### src/rtl/dragon_head_ctrl.sv
// Dragon head controller: steps the head one grid cell toward the player on each
// divided game tick and issues a one-cycle MOVE/HEAL/HIT command to the body queue.
module dragon_head_ctrl #(
  parameter int         STEP_DIV    = 1,
  parameter int         START_X     = 8,
  parameter int         START_Y     = 8,
  parameter logic [1:0] START_ORIEN = 2'b01
) (
  input  logic       clk,
  input  logic       reset,
  input  logic       move_tick,
  input  logic [7:0] player_pos,
  input  logic       heal_req,
  input  logic       hit_req,
  input  logic [2:0] dragon_len,
  output logic [1:0] States,
  output logic [9:0] OrienAndPositon
);

  localparam logic [1:0] CMD_MOVE = 2'b00;
  localparam logic [1:0] CMD_HEAL = 2'b01;
  localparam logic [1:0] CMD_HIT  = 2'b10;
  localparam logic [1:0] CMD_IDLE = 2'b11;
  localparam logic [1:0] OR_UP    = 2'b00;
  localparam logic [1:0] OR_RIGHT = 2'b01;
  localparam logic [1:0] OR_DOWN  = 2'b10;
  localparam logic [1:0] OR_LEFT  = 2'b11;
  localparam logic [3:0] DIV_LAST = 4'(STEP_DIV - 1);
  localparam logic [9:0] WORD_RST = {START_ORIEN, 4'(START_X), 4'(START_Y)};

  typedef enum logic [1:0] {WAIT, CALC, EMIT} state_t;

  state_t            state, state_nxt;
  logic [3:0]        div_cnt, div_nxt;
  logic              heal_p, hit_p, heal_nxt, hit_nxt;
  logic [1:0]        st_nxt;
  logic [9:0]        word_nxt;
  logic [1:0]        cmd;
  logic signed [4:0] dx, dy;
  logic [4:0]        adx, ady;
  logic              eff_heal, eff_hit, no_step;

  // One grid step with the result pinned to the 0..15 board.
  function automatic logic [3:0] step_clamp(input logic [3:0] c, input logic dec);
    logic signed [5:0] t;
    t = $signed({2'b00, c}) + (dec ? -6'sd1 : 6'sd1);
    if (t < 6'sd0)  return 4'd0;
    if (t > 6'sd15) return 4'd15;
    return t[3:0];
  endfunction

  function automatic logic [4:0] abs5(input logic signed [4:0] v);
    return v[4] ? 5'(-v) : 5'(v);
  endfunction

  assign dx       = $signed({1'b0, player_pos[7:4]}) - $signed({1'b0, OrienAndPositon[7:4]});
  assign dy       = $signed({1'b0, player_pos[3:0]}) - $signed({1'b0, OrienAndPositon[3:0]});
  assign adx      = abs5(dx);
  assign ady      = abs5(dy);
  assign eff_heal = heal_p | heal_req;
  assign eff_hit  = hit_p | hit_req;
  assign no_step  = (dx == 5'sd0) && (dy == 5'sd0);

  always_comb begin
    if (eff_heal && eff_hit)  cmd = CMD_MOVE;
    else if (eff_hit)         cmd = (dragon_len != 3'd0) ? CMD_HIT : CMD_MOVE;
    else if (eff_heal)        cmd = (dragon_len != 3'd7) ? CMD_HEAL : CMD_MOVE;
    else                      cmd = CMD_MOVE;
  end

  always_comb begin
    state_nxt = state;
    div_nxt   = div_cnt;
    heal_nxt  = eff_heal;
    hit_nxt   = eff_hit;
    st_nxt    = CMD_IDLE;
    word_nxt  = OrienAndPositon;
    case (state)
      WAIT: begin
        if (move_tick) begin
          if (div_cnt == DIV_LAST) begin
            div_nxt   = 4'd0;
            state_nxt = CALC;
          end else begin
            div_nxt = div_cnt + 4'd1;
          end
        end
      end
      CALC: begin
        state_nxt = EMIT;
        // Head already on the player: no command, requests stay pending.
        if (!no_step) begin
          st_nxt   = cmd;
          heal_nxt = 1'b0;
          hit_nxt  = 1'b0;
          if (adx >= ady)
            word_nxt = {dx[4] ? OR_LEFT : OR_RIGHT,
                        step_clamp(OrienAndPositon[7:4], dx[4]), OrienAndPositon[3:0]};
          else
            word_nxt = {dy[4] ? OR_UP : OR_DOWN,
                        OrienAndPositon[7:4], step_clamp(OrienAndPositon[3:0], dy[4])};
        end
      end
      EMIT:    state_nxt = WAIT;
      default: state_nxt = WAIT;
    endcase
  end

  always_ff @(posedge clk) begin
    if (reset) begin
      state           <= WAIT;
      div_cnt         <= 4'd0;
      heal_p          <= 1'b0;
      hit_p           <= 1'b0;
      States          <= CMD_IDLE;
      OrienAndPositon <= WORD_RST;
    end else begin
      state           <= state_nxt;
      div_cnt         <= div_nxt;
      heal_p          <= heal_nxt;
      hit_p           <= hit_nxt;
      States          <= st_nxt;
      OrienAndPositon <= word_nxt;
    end
  end

endmodule
### config.mk
export PLATFORM = sky130hd
export DESIGN_NAME = dragon_head_ctrl
export DESIGN_NICKNAME = d
export VERILOG_FILES = /design/src/rtl/dragon_head_ctrl.sv
export SDC_FILE = /design/constraint.sdc
export NUM_CORES = 1
export LEC_CHECK = 0
export ABC_CLOCK_PERIOD_IN_PS = 5850
export BUFFER_PORTS_ARGS = -buffer_cell sky130_fd_sc_hd__clkbuf_2
export CORE_ASPECT_RATIO = 1.75
export CORE_MARGIN = 2
export CORE_UTILIZATION = 61
export DETAILED_ROUTE_END_ITERATION = 12
export GPL_ROUTABILITY_DRIVEN = 1
export HOLD_SLACK_MARGIN = 0.08
export PLACE_DENSITY = 0.95
export SETUP_SLACK_MARGIN = 0.05
export SYNTH_ARGS = -nofsm -noshare
export SYNTH_HDL_FRONTEND = slang
export SYNTH_SLANG_ARGS = --single-unit
### constraint.sdc
create_clock -name clk -period 5.85 [get_ports clk]
set_input_delay 0.585 -clock clk [delete_from_list [all_inputs] [get_ports clk]]
set_output_delay 0.585 -clock clk [all_outputs]
set_load 0.005 [all_outputs]
==> summary.md <==
| Metric | Value |
|---|---|
| Initial antenna violation count | 0 |
| Worst hold start | hit_p$_SDFF_PP0_ |
| DR vias | 1631 |
| Site row count | 26 |
| Count of final setup violators | 0 |
| Post-route DRC violation count | 0 |
| Core ar. | 0.002863 mm2 |
| Internal power | 592.8 uW |
| HPWL Detailed | approximately 3100 um |
| Layout cells sized above 1 | roughly 17% |
| Critical Path RT | around 6000 ps |
| Post-CTS Resized | 0 |
| Data arrival, critical path | 3700 ps |
| Post-CTS Hold Fix Bufs | 0 |
| Final Instance Count excl. Fillers | approximately 270 |
| RR Endpoint | OrienAndPositon[3]$_SDFFE_PP1P_ |
| Leakage Power | approximately 0.9 nW |
| Post-route clock period utilization | about three fifths |
| Port bufs | 27 |
| TNS Setup | 0 ps |
| First-pass GRT wire length | about 6000 um |
| Mapped Nets | 263 |
| CTS tree | built |
| Total track usage | a little under a quarter |
| Achievable frequency | 280.7 MHz |
| Post-synth top cells | ha_1 (25), inv_1 (21), nor2_1 (21) |
| Seq/Total Area, Yosys | between 20% and 30% |
| IO Count | 28 |
| Final worst slack | 2287 ps |
| FF-to-FF Start | OrienAndPositon[4]$_SDFFE_PP0P_ |
| Number of global-route vias before repair | ~1500 |
| Final WL | between 3000 and 4000 um |
| Dpl cells | between 200 and 300 |
| H-tree Lvls | 1 |
| Initial Util | a little over three fifths |
| WHS Path Cells | 1 |
| Flop pwr share | roughly 17% |
| Sw Pwr | 566.5 uW |
| Synth Cell Area | ~0.0018 mm2 |
| Crit path kind | flip-flop to flip-flop |
| Hold path endpoint | States[0]$_SDFF_PP1_ |
| CTS Root Cell | clkbuf_8 |
| Number of distinct library cells after synthesis | 50 |
| Area share of the largest cell type after synthesis | between 20% and 30% |
| Max Cap Viol | 0 |
| Final worst path period need | 3563 ps |
| Post-CTS setup buffers | 0 |
| Routed Antenna Nets | 0 |
| Antenna cells | 0 |
| Synthesis-stage register bit count | 20 |
| DP Area | 0.001946 mm2 |
| DRT iter0 DRCs | 28 |
| Rel. slew slack | between 60 and 70% |
| Final RePlAce weighted congestion | roughly 0.90 |
| Gate Count Post-Synth | roughly 220 |
| VDD IR max | about 550 uV |
| Die X | between 40 and 50 um |
| Synthesis Warnings | 0 |
| Final Slew Violations | 0 |
| Clock power frac | around 8.7% |
| R2r setup slk | 2290 ps |
| Clock transition at path regs | 70 ps |
| Final net count | 290 |
| Logic pwr share | about three quarters |
| Synth-to-layout area growth | 11.20% |
| Placement Setup Slack | roughly 2000 ps |
| CTS max path bufs | 2 |
| Die Y | between 70 and 80 um |
| Drt via density | 5.974 |
| Max FO, Critical Path | 13 |
| Routed length per instance | between 10 and 15 um |
| Clock sinks | 20 |
| R2R depth | 15 |
| Synth area leaders | dfxtp_1 (22%), ha_1 (17%), a21oi_1 (4.7%), inv_1 (4.4%), nor2_1 (4.4%) |
| Largest net degree at the start of global routing | 21 |
| Hold WC Path Type | flip-flop to flip-flop |
| Main synth FF type | dfxtp_1 |
| Die area | roughly 0.0034 mm2 |
| Max Clock Skew | roughly 3.7 ps |
| Crit. End Element | flip-flop |
| Finished Cell Area | roughly 0.0020 mm2 |
| Pwr dens | about 580 mW/mm2 |
| Global route total overflow | 0 |
| Switching Share | between 40% and 50% |
| Crit path launch type | flip-flop |
| CTS Buf Count | 3 |
| Least-Margin Pin Slew | approximately 460 ps |
| Final Hold Fails | 0 |
| Post-synth EDFFs | 0 |
| Most common cell in the netlist | ha_1 |
| Yosys top cell by area | dfxtp_1 |
| Async set or reset register ratio after synthesis | 0% |
| RSZ-0062 raised after global routing | false |
| Clk_lat worst skew | approximately 250 ps |
| Synthesized area per cell | ~8 um2 |
| Status | complete, no violations |
| Detailed-router iteration count before antenna repair | 4 |
[worst max-delay path by stage]
stage | end | startpoint | slack, ps | cells past startpoint
after floorplan | OrienAndPositon[3]$_SDFFE_PP1P_ | player_pos[4] | 2610 | 17
after global placement | OrienAndPositon[3]$_SDFFE_PP1P_ | player_pos[4] | 2220 | 17
after detailed placement | OrienAndPositon[3]$_SDFFE_PP1P_ | player_pos[4] | 2040 | 17
after CTS | OrienAndPositon[3]$_SDFFE_PP1P_ | OrienAndPositon[4]$_SDFFE_PP0P_ | 2290 | 15
after global routing | OrienAndPositon[6]$_SDFFE_PP0P_ | OrienAndPositon[4]$_SDFFE_PP0P_ | 1940 | 14
final | OrienAndPositon[3]$_SDFFE_PP1P_ | OrienAndPositon[4]$_SDFFE_PP0P_ | 2290 | 15
[critical path, stage by stage (launching register included)]
cell,delay [ps]
dfxtp_1,440
ha_1,210
inv_1,60
fa_1,400
nand3_1,80
and2_1,380
inv_1,220
nor2_1,160
xnor2_1,90
ha_1,320
a21o_1,120
a31oi_1,50
o21ai_1,340
a311oi_2,100
and2_0,180
a221o_1,310
[final cells by class]
class | instances | area [um2]
sequential | 20 | 400.4
multi-input combinational | 172 | 1292
timing repair buffer | 27 | 135.1
clock buffer | 4 | 55.05
inverter | 22 | 82.58
fill | 230 | 862.1
tap | 28 | 35.03
[power groups by stage]
stage               registers, mW  logic, mW  clock network, mW
floorplan                   0.192      0.684                  0
global placement            0.202      0.810                  0
finish                      0.202      0.856              0.101
detailed placement          0.203      0.856                  0
CTS                         0.200      0.858              0.102
global route                0.204      0.979              0.108
[cell families after synthesis]
logic type                 Yosys count  synth area share [%]
muxes                                7                 4.103
adders and majority gates           28                 20.72
xor gates and xnor gates            11                 5.355
and+or+nand+nor                     70                 18.85
buffers and inverters               27                 5.911
AOI/OAI and AO/OA                   56                 22.81
DFF                                 20                 22.25
[layer usage]
layer  global-route usage (%)  vias to the layer above  part of all wire [%]
met4                    9.477                        0                   3.1
met1                    22.22                      756                    37
met3                    2.370                       12                   2.1
met2                    45.08                       34                    58
met5                        0                        -                     0
li1                         -                      829                     -
[stage by stage]
step / hold WS (ps) / utilization [%] / total power [mW]
finish: 461.3 / 69.89 / 1.159
global route: 472.8 / 69.89 / 1.290
CTS: 462.0 / 69.89 / 1.160
detailed placement: 435.3 / 67.96 / 1.058
global placement: 431.6 / 67.96 / 1.012
floorplan: 420.3 / - / 0.8763
[placed cells by master (no fill, tap or decap), types with 4 or more instances in the layout]
cell type  count
nand2_1       17
mux2i_1        4
nor2_1        21
o21ai_0        6
ha_1          25
nor3_1         8
xnor2_1        8
a21oi_1       17
clkbuf_8       4
clkbuf_2      27
inv_1         21
dfxtp_1       20
[flip-flops by register name, indices dropped and copies added (netlist names)]
name and flops:
heal_p 1, hit_p 1, OrienAndPositon 10, div_cnt 4, States 2, state 2
(Power assumes the default switching activity.)
